**src/rtl/muldiv_seq.sv**
```systemverilog
// muldiv_seq: iterative unsigned 32x32 multiply / 32/32 divide sequencer.
// One shared 32-bit ALU does an add per step for multiply (shift-add) and a
// subtract per step for divide (restoring). The 33rd bit of each operation is
// rebuilt from operand/result sign bits, so the ALU is the only adder here.
// Handshake: start is sampled only while idle; busy is high while iterating;
// done pulses for exactly one cycle when hi/lo first hold the final result.

// Small MIPS-style ALU: and/or/add/sub/slt selected by alucont.
module alu (
   input  logic [31:0] a,
   input  logic [31:0] b,
   input  logic [2:0]  alucont,
   output logic [31:0] result
);

   logic [31:0] b_eff;
   logic [31:0] sum;

   // alucont[2] turns the adder into a subtractor (invert b, carry in 1).
   always_comb begin
      b_eff  = alucont[2] ? ~b : b;
      sum    = a + b_eff + {31'd0, alucont[2]};
      result = 32'd0;
      case (alucont[1:0])
         2'b00:   result = a & b_eff;
         2'b01:   result = a | b_eff;
         2'b10:   result = sum;
         default: result = {31'd0, sum[31]};
      endcase
   end

endmodule

module muldiv_seq (
   input  logic        clk,
   input  logic        reset,
   input  logic        start,
   input  logic        op,
   input  logic [31:0] a,
   input  logic [31:0] b,
   output logic        busy,
   output logic        done,
   output logic [31:0] hi,
   output logic [31:0] lo
);

   typedef enum logic {
      IDLE = 1'b0,
      RUN  = 1'b1
   } state_t;

   state_t      state_q, state_d;
   logic [4:0]  cnt_q,   cnt_d;
   logic [31:0] opnd_q,  opnd_d;
   logic        op_r_q,  op_r_d;
   logic [31:0] hi_q,    hi_d;
   logic [31:0] lo_q,    lo_d;
   logic        done_q,  done_d;

   logic [31:0] alu_a;
   logic [31:0] alu_b;
   logic [2:0]  alu_cont;
   logic [31:0] alu_y;

   logic [31:0] shift_r;
   logic        top;
   logic        carry;
   logic        ge;

   alu u_alu (
      .a       (alu_a),
      .b       (alu_b),
      .alucont (alu_cont),
      .result  (alu_y)
   );

   // ALU operand steering and 33rd-bit reconstruction for both step types.
   always_comb begin
      alu_cont = op_r_q ? 3'b110 : 3'b010;
      shift_r  = {hi_q[30:0], lo_q[31]};
      top      = hi_q[31];
      alu_a    = op_r_q ? shift_r : hi_q;
      alu_b    = opnd_q;
      // Multiply: carry out of hi + opnd.
      carry    = (hi_q[31] & opnd_q[31]) |
                 ((hi_q[31] | opnd_q[31]) & ~alu_y[31]);
      // Divide: {top, shift_r} >= opnd, i.e. no borrow out of the subtract.
      ge       = top |
                 (shift_r[31] & ~opnd_q[31]) |
                 (~(shift_r[31] ^ opnd_q[31]) & ~alu_y[31]);
   end

   // Next-state, iteration step and done pulse; everything holds by default.
   always_comb begin
      state_d = state_q;
      cnt_d   = cnt_q;
      opnd_d  = opnd_q;
      op_r_d  = op_r_q;
      hi_d    = hi_q;
      lo_d    = lo_q;
      done_d  = 1'b0;
      case (state_q)
         IDLE: begin
            if (start) begin
               opnd_d  = b;
               op_r_d  = op;
               hi_d    = 32'd0;
               lo_d    = a;
               cnt_d   = 5'd0;
               state_d = RUN;
            end
         end
         RUN: begin
            if (!op_r_q) begin
               if (lo_q[0]) begin
                  {hi_d, lo_d} = {carry, alu_y, lo_q[31:1]};
               end else begin
                  {hi_d, lo_d} = {1'b0, hi_q, lo_q[31:1]};
               end
            end else begin
               if (ge) begin
                  hi_d = alu_y;
                  lo_d = {lo_q[30:0], 1'b1};
               end else begin
                  hi_d = shift_r;
                  lo_d = {lo_q[30:0], 1'b0};
               end
            end
            cnt_d = cnt_q + 5'd1;
            if (cnt_q == 5'd31) begin
               state_d = IDLE;
               done_d  = 1'b1;
            end
         end
         default: state_d = IDLE;
      endcase
   end

   // State register; reset aborts any operation without a done pulse.
   always_ff @(posedge clk or posedge reset) begin
      if (reset) begin
         state_q <= IDLE;
         cnt_q   <= 5'd0;
         opnd_q  <= 32'd0;
         op_r_q  <= 1'b0;
         hi_q    <= 32'd0;
         lo_q    <= 32'd0;
         done_q  <= 1'b0;
      end else begin
         state_q <= state_d;
         cnt_q   <= cnt_d;
         opnd_q  <= opnd_d;
         op_r_q  <= op_r_d;
         hi_q    <= hi_d;
         lo_q    <= lo_d;
         done_q  <= done_d;
      end
   end

   // Outputs come straight from registers.
   always_comb begin
      busy = (state_q == RUN);
      done = done_q;
      hi   = hi_q;
      lo   = lo_q;
   end

endmodule

```
**config.mk**
```make
export PLATFORM = sky130hd
export DESIGN_NAME = muldiv_seq
export DESIGN_NICKNAME = d
export VERILOG_FILES = /design/src/rtl/muldiv_seq.sv
export SDC_FILE = /design/constraint.sdc
export NUM_CORES = 1
export LEC_CHECK = 0
export BUFFER_PORTS_ARGS = -buffer_cell sky130_fd_sc_hd__buf_2
export CORE_MARGIN = 2
export CORE_UTILIZATION = 35
export DETAILED_ROUTE_END_ITERATION = 7
export HOLD_SLACK_MARGIN = 0.06
export PLACE_DENSITY = 0.57
export SETUP_SLACK_MARGIN = 0.15
export SLEW_MARGIN = 20
export SYNTH_ARGS = -nofsm -noshare
export SYNTH_HDL_FRONTEND = slang
export SYNTH_HIERARCHICAL = 1
export SYNTH_SLANG_ARGS = --single-unit
export TNS_END_PERCENT = 1
```
**constraint.sdc**
```tcl
create_clock -name clk -period 3.4 [get_ports clk]
set_clock_uncertainty 0.2 [all_clocks]
set_input_delay 0.34 -clock clk [delete_from_list [all_inputs] [get_ports clk]]
set_output_delay 0.34 -clock clk [all_outputs]
set_load 0.03 [all_outputs]
```
* Yosys cells after proc, flatten, opt, wreduce, memory -nomap -nowiden *
Cells that the tools add are included.

operators by class
  $add $sub $neg = 3
  equal/unequal tests = 4
  multiplexer cells = 21
  bitwise gates (word level) = 16
  reductions and logical operators = 2

operators by type and width
  cell                 count
  $mux 32              9
  $pmux 32 s2          2
  $pmux 32 s3          1
  $add 32x1->32        1
  $add 32x32->32       1
  $and 32x32->32       1
  $not 32->32          1
  $or 32x32->32        1
  $pmux 5 s2           1
  $add 5x1->5 const B  1
  $eq 5x5->1 const B   1
  $mux 1               5
  $mux 5               1
  $and 1x1->1          4
  $not 1->1            4
  $or 1x1->1           4
  $mux 3               1
  $eq 2x1->1 const B   1
  $eq 2x2->1 const B   1
  $logic_not 2->1      1
  $ne 2x2->1 const B   1
  $pmux 1 s2           1
  $reduce_and 2->1     1
  $xor 1x1->1          1

word-level totals
  register bits after elaboration = 104
  output and inout port bits = 66
  logic and storage cells = 53

* Depth between registers and ports, before layout *
  word-level depth = 11
  mapped depth = 17
  depth with buffers taken out = 12

* Hierarchy *
Netlist, hierarchy kept.

modules (own cells, without submodules)
  module      times used  cells each  area each (um^2)  seq. area each (um^2)
  muldiv_seq  1           616         6517.5            2602.5
  alu         1           555         3742.3            0.0

* Worst setup path after synthesis *
OpenSTA, ideal clock, no wires.

  path kind = register to register
  start = reg op_r_q
  end = reg hi_q[10] (netlist: hi[10])
  data arrival time = 3.522 ns
  slack = -0.417 ns
  stages on the path, launching flop included = 17
  period minus slack after synthesis = 3.817 ns
  cells stage by stage = dfrtp_1 > buf_2 > buf_1 > xor2_1 > inv_1 > ha_1 > buf_2 > a21oi_1 > o21ai_1 > a221o_1 > a21oi_1 > o31ai_1 > a211o_1 > nor2b_1 > buf_4 > nor4b_2 > o31ai_1

between the ends
  word-level cells in the longest chain between the ends = 11
  elaborated cells between the ends (all ways) = 15

RTL lines
  item                    RTL line  RTL
  start, declared         55        logic op_r_q, op_r_d;
  start signal, assigned  153       op_r_q <= op_r_d;
  $mux 3                  79        alu_cont = op_r_q ? 3'b110 : 3'b010;
  $mux 32                 21        b_eff = alucont[2] ? ~b : b;
  $add 32x32->32          22        sum = a + b_eff + {31'd0, alucont[2]};
  $add 32x1->32           22
  $pmux 32 s3 (*)         24        case (alucont[1:0])
  via alu_y[31]           63        logic [31:0] alu_y;
  $not 1->1 (*)           90        (~(shift_r[31] ^ opnd_q[31]) & ~alu_y[31]);
  $and 1x1->1 (*)         90
  $or 1x1->1 (*)          89        (shift_r[31] & ~opnd_q[31]) |
  $mux 32 (*)             121       if (ge) begin
  $mux 32 (*)             114       if (!op_r_q) begin
  $pmux 32 s2 (*)         102       case (state_q)
  end signal, assigned    154       hi_q <= hi_d;
  end, declared           56        logic [31:0] hi_q, hi_d;

The timed path passes the listed nets; every way through them passes the cells marked *.
A chain may end at the register's enable or synchronous reset.

* Worst setup path in the final report *
  start = reg op_r_q
  end = reg hi_q[16] (netlist: hi[16])

Same word-level chain as after synthesis.

==> run summary <==
Status: complete, but fails checks
Violated checks: negative setup slack
Most common cell after layout, fill and taps aside: buf_4
Clock Latency Late Sink: 0.39 ns
RePlAce Congestion: 0.8713
Crit-path most repeated cell: nor4b_2
Crit path max-delay family: compound AO/OA/AOI/OAI gates
Main synth FF type: dfrtp_1
Clock root cell: clkbuf_16
Leading area contributor after synthesis: dfrtp_1
RSZ-0062 raised after global routing: true
Pin count of the biggest net entering global routing: 62
Crit path from: op_r_q
Worst-Margin Slew: 1.067 ns
Share of cells above drive strength 1: 35.36%
GRT Total Usage: 20.94%
Layout Cells excl Fill: 1880
PortBufs: 133
Sink Count: 104
Seq/Total Area, Yosys: 25.37%
Ys async rst share: 100.0%
Die Y: 175.2 um
Routed WL per cell: 16.98 um
Reg2reg end: hi[16]
Final-report hold violation count: 0
Die X: 175.2 um
Mapped Area: 0.01026 mm^2
Worst Path Max Fanout: 23
Number of synthesized flops with an enable pin: 0
H-Tree Depth: 3
Initial DRC Count: 584
DR vias: 9976
Min Tclk post-route: 3.805 ns
Reg-to-reg startpoint: op_r_q
First-pass GRT wire length: 52150 um
Fmax: 0.2628 GHz
Synth warn: 6
CP arrival: 3.88 ns
Worst path max stage delay: 0.58 ns
Starting Density: 35.65%
Post-DR vias/cell: 5.306
Placed Cells: 1798
Worst EP required: 3.47 ns
Crit end category: register
Setup Viol. Count Final: 33
Final setup margin: -0.4045 ns
Syn_area_per_cell: 8.762 um^2
Die area: 0.03070 mm^2
Initial antenna violation count: 0
FF-to-FF path depth: 15
Post-synthesis cell count: 1171
Commonest cells after routing, fill and taps aside: buf_4 (189), buf_2 (133), dfrtp_1 (102), a21oi_1 (96), mux2_2 (96)
DRT Wirelength: 31920 um
Layout area overhead: 34.11%
Vias in the first global route: 10100
Grt total ovfl: 0
DRT Pass-1 Iters: 5
Num rows: 62
Final Max Slew Viols: 0
Drt drc: 0
Crit path kind: reg -> reg
Buf/Inv on CP: 4
Yosys top cell area share: 25.37%
TritonCTS clock tree: yes
Hold WC Path Type: in -> reg
Clk buf depth: 2
Slowest CP cell: dfrtp_4
Nets: 1627
Slew HR: 28.76%
Synth top area cells: dfrtp_1 (25%), mux2_2 (11%), ha_1 (8.2%)
Clock buffer count from CTS: 9
Max-Cap Viols: 0
Floorplan core area: 0.02878 mm^2
Part of the cycle the worst path needs: 111.9%
Crit-path cells: buf_16 -> xor2_1 -> inv_1 -> ha_1 -> nand4_1 -> buf_4 -> nor4_2 -> a221o_1 -> a21oi_2 -> nor4b_2 -> a211o_1 -> nor2b_4 -> buf_12 -> nor4b_2 -> o31ai_1
Worst path depth: 15
Synth unique cells: 75
Startpoint Class: register
Num ports: 134
CP endpoint: hi[16]
Antenna-violating nets left: 0
Hpwl dp: 22700 um
#FFs+latches synth: 104
Worst-path clk slew: 0.09 ns
ANT cells: 0
R2R setup slack: -0.40 ns
-- layer usage --
| metal | GRT usage (%) | vias to the layer above | routed length [um] | share of wire [%] |
|---|---|---|---|---|
| met5 | 0 | - | 0 | 0 |
| met4 | 6.007 | 0 | 401 | 1.3 |
| met3 | 3.351 | 33 | 1533 | 4.8 |
| met2 | 35.19 | 247 | 15390 | 48 |
| met1 | 27.68 | 4818 | 14600 | 46 |
| li1 | - | 4878 | - | - |
-- worst min path at each step --
stage,slack [ns],startpoint,depth (start not counted),end
after floorplan,0.26,b[31],2,alu_b[31]
after global placement,0.23,reset,2,alu_b[5]
after detailed placement,0.23,reset,2,alu_b[4]
after CTS,0.07,a[26],3,lo[26]
after global routing,0.1,a[26],3,lo[26]
final,0.07,a[26],3,lo[26]
-- metrics by stage --
| step | utilization (%) | setup TNS (ns) | worst slack (ns) | hold slack (ns) | cell area [um^2] |
|---|---|---|---|---|---|
| 2_1_floorplan | - | -4.897 | -0.1569 | 0.2568 | 10400 |
| 5_1_grt | 47.81 | -19.01 | -0.6368 | 0.09753 | 13760 |
| 6_report | 47.81 | -11.70 | -0.4045 | 0.07339 | 13760 |
| 3_3_place_gp | 43.54 | -11.76 | -0.3679 | 0.2288 | 12530 |
| 4_1_cts | 47.71 | -10.87 | -0.4059 | 0.07205 | 13730 |
| 3_5_place_dp | 43.54 | -12.96 | -0.4384 | 0.2282 | 12530 |
-- registers in the layout, summed over array words and instances (netlist names) --
register  cells
alu_b        32
busy          1
cnt_q         5
done          1
hi           32
lo           32
op_r_q        1
-- synthesized netlist by cell type, drive strengths merged, types with 3 or more instances --
| cell | n |
|---|---|
| dfrtp | 104 |
| a21oi | 103 |
| mux2 | 96 |
| nand2 | 92 |
| inv | 74 |
| o21ai | 74 |
| ha | 67 |
| buf | 53 |
| clkbuf | 40 |
| xor2 | 40 |
| a211oi | 39 |
| nor2 | 39 |
| mux2i | 37 |
| o31ai | 37 |
| nor2b | 35 |
| nor4b | 32 |
| nand2b | 28 |
| nand3 | 15 |
| nor3 | 14 |
| o21a | 14 |
| o22ai | 14 |
| nand4 | 11 |
| o211ai | 9 |
| a211o | 7 |
| xnor2 | 7 |
| a21o | 6 |
| a221o | 6 |
| a31oi | 6 |
| and3 | 6 |
| or2b | 6 |
| o32ai | 5 |
| a311oi | 4 |
| and2 | 4 |
| o2111a | 4 |
| o21bai | 4 |
| or3 | 4 |
| a21boi | 3 |
| a221oi | 3 |
| o211a | 3 |
-- tightest hold or removal path, cell delays in order --
cell and delay (ns):
buf_2 0.08, a211oi_1 0.06, a21oi_1 0.12
-- cell type report --
| class | count | area (um^2) |
|---|---|---|
| multi-input cells | 905 | 7116 |
| clock buffers | 9 | 225.2 |
| well taps | 384 | 480.5 |
| repair buffers | 397 | 2962 |
| fillers | 2783 | 15020 |
| flip-flops and latches | 104 | 2610 |
| inverters | 74 | 280.3 |
| clock inverters | 7 | 86.33 |
-- what timing repair did --
item | 4_1_cts | 5_1_grt
pin swaps | 6 | 1
hold buffers | 62 | 1
setup endpoints to repair | 33 | 33
endpoints found under the hold margin | 96 | 1
buffers inserted | 2 | 0
gates cloned | 1 | 0
gates resized for setup | 37 | 4
-- cells by family (layout without fill, tap and decap cells) --
logic type / count (synthesis) / count (layout) / share of synthesized area, %
AO/OA/AOI/OAI: 353 / 353 / 22.46
XOR/XNOR: 47 / 47 / 4.012
adder cells (fa/ha/maj): 68 / 68 / 8.366
buffers and inverters: 167 / 487 / 8.061
flip-flops: 104 / 104 / 25.37
multiplexers: 133 / 133 / 14.27
other: 2 / 7 / 0.07320
AND/OR/NAND/NOR: 297 / 297 / 17.39
Power is left out: the tool's default activity adds up to more than one toggle a clock period on the data nets, which glitch-free logic cannot reach.
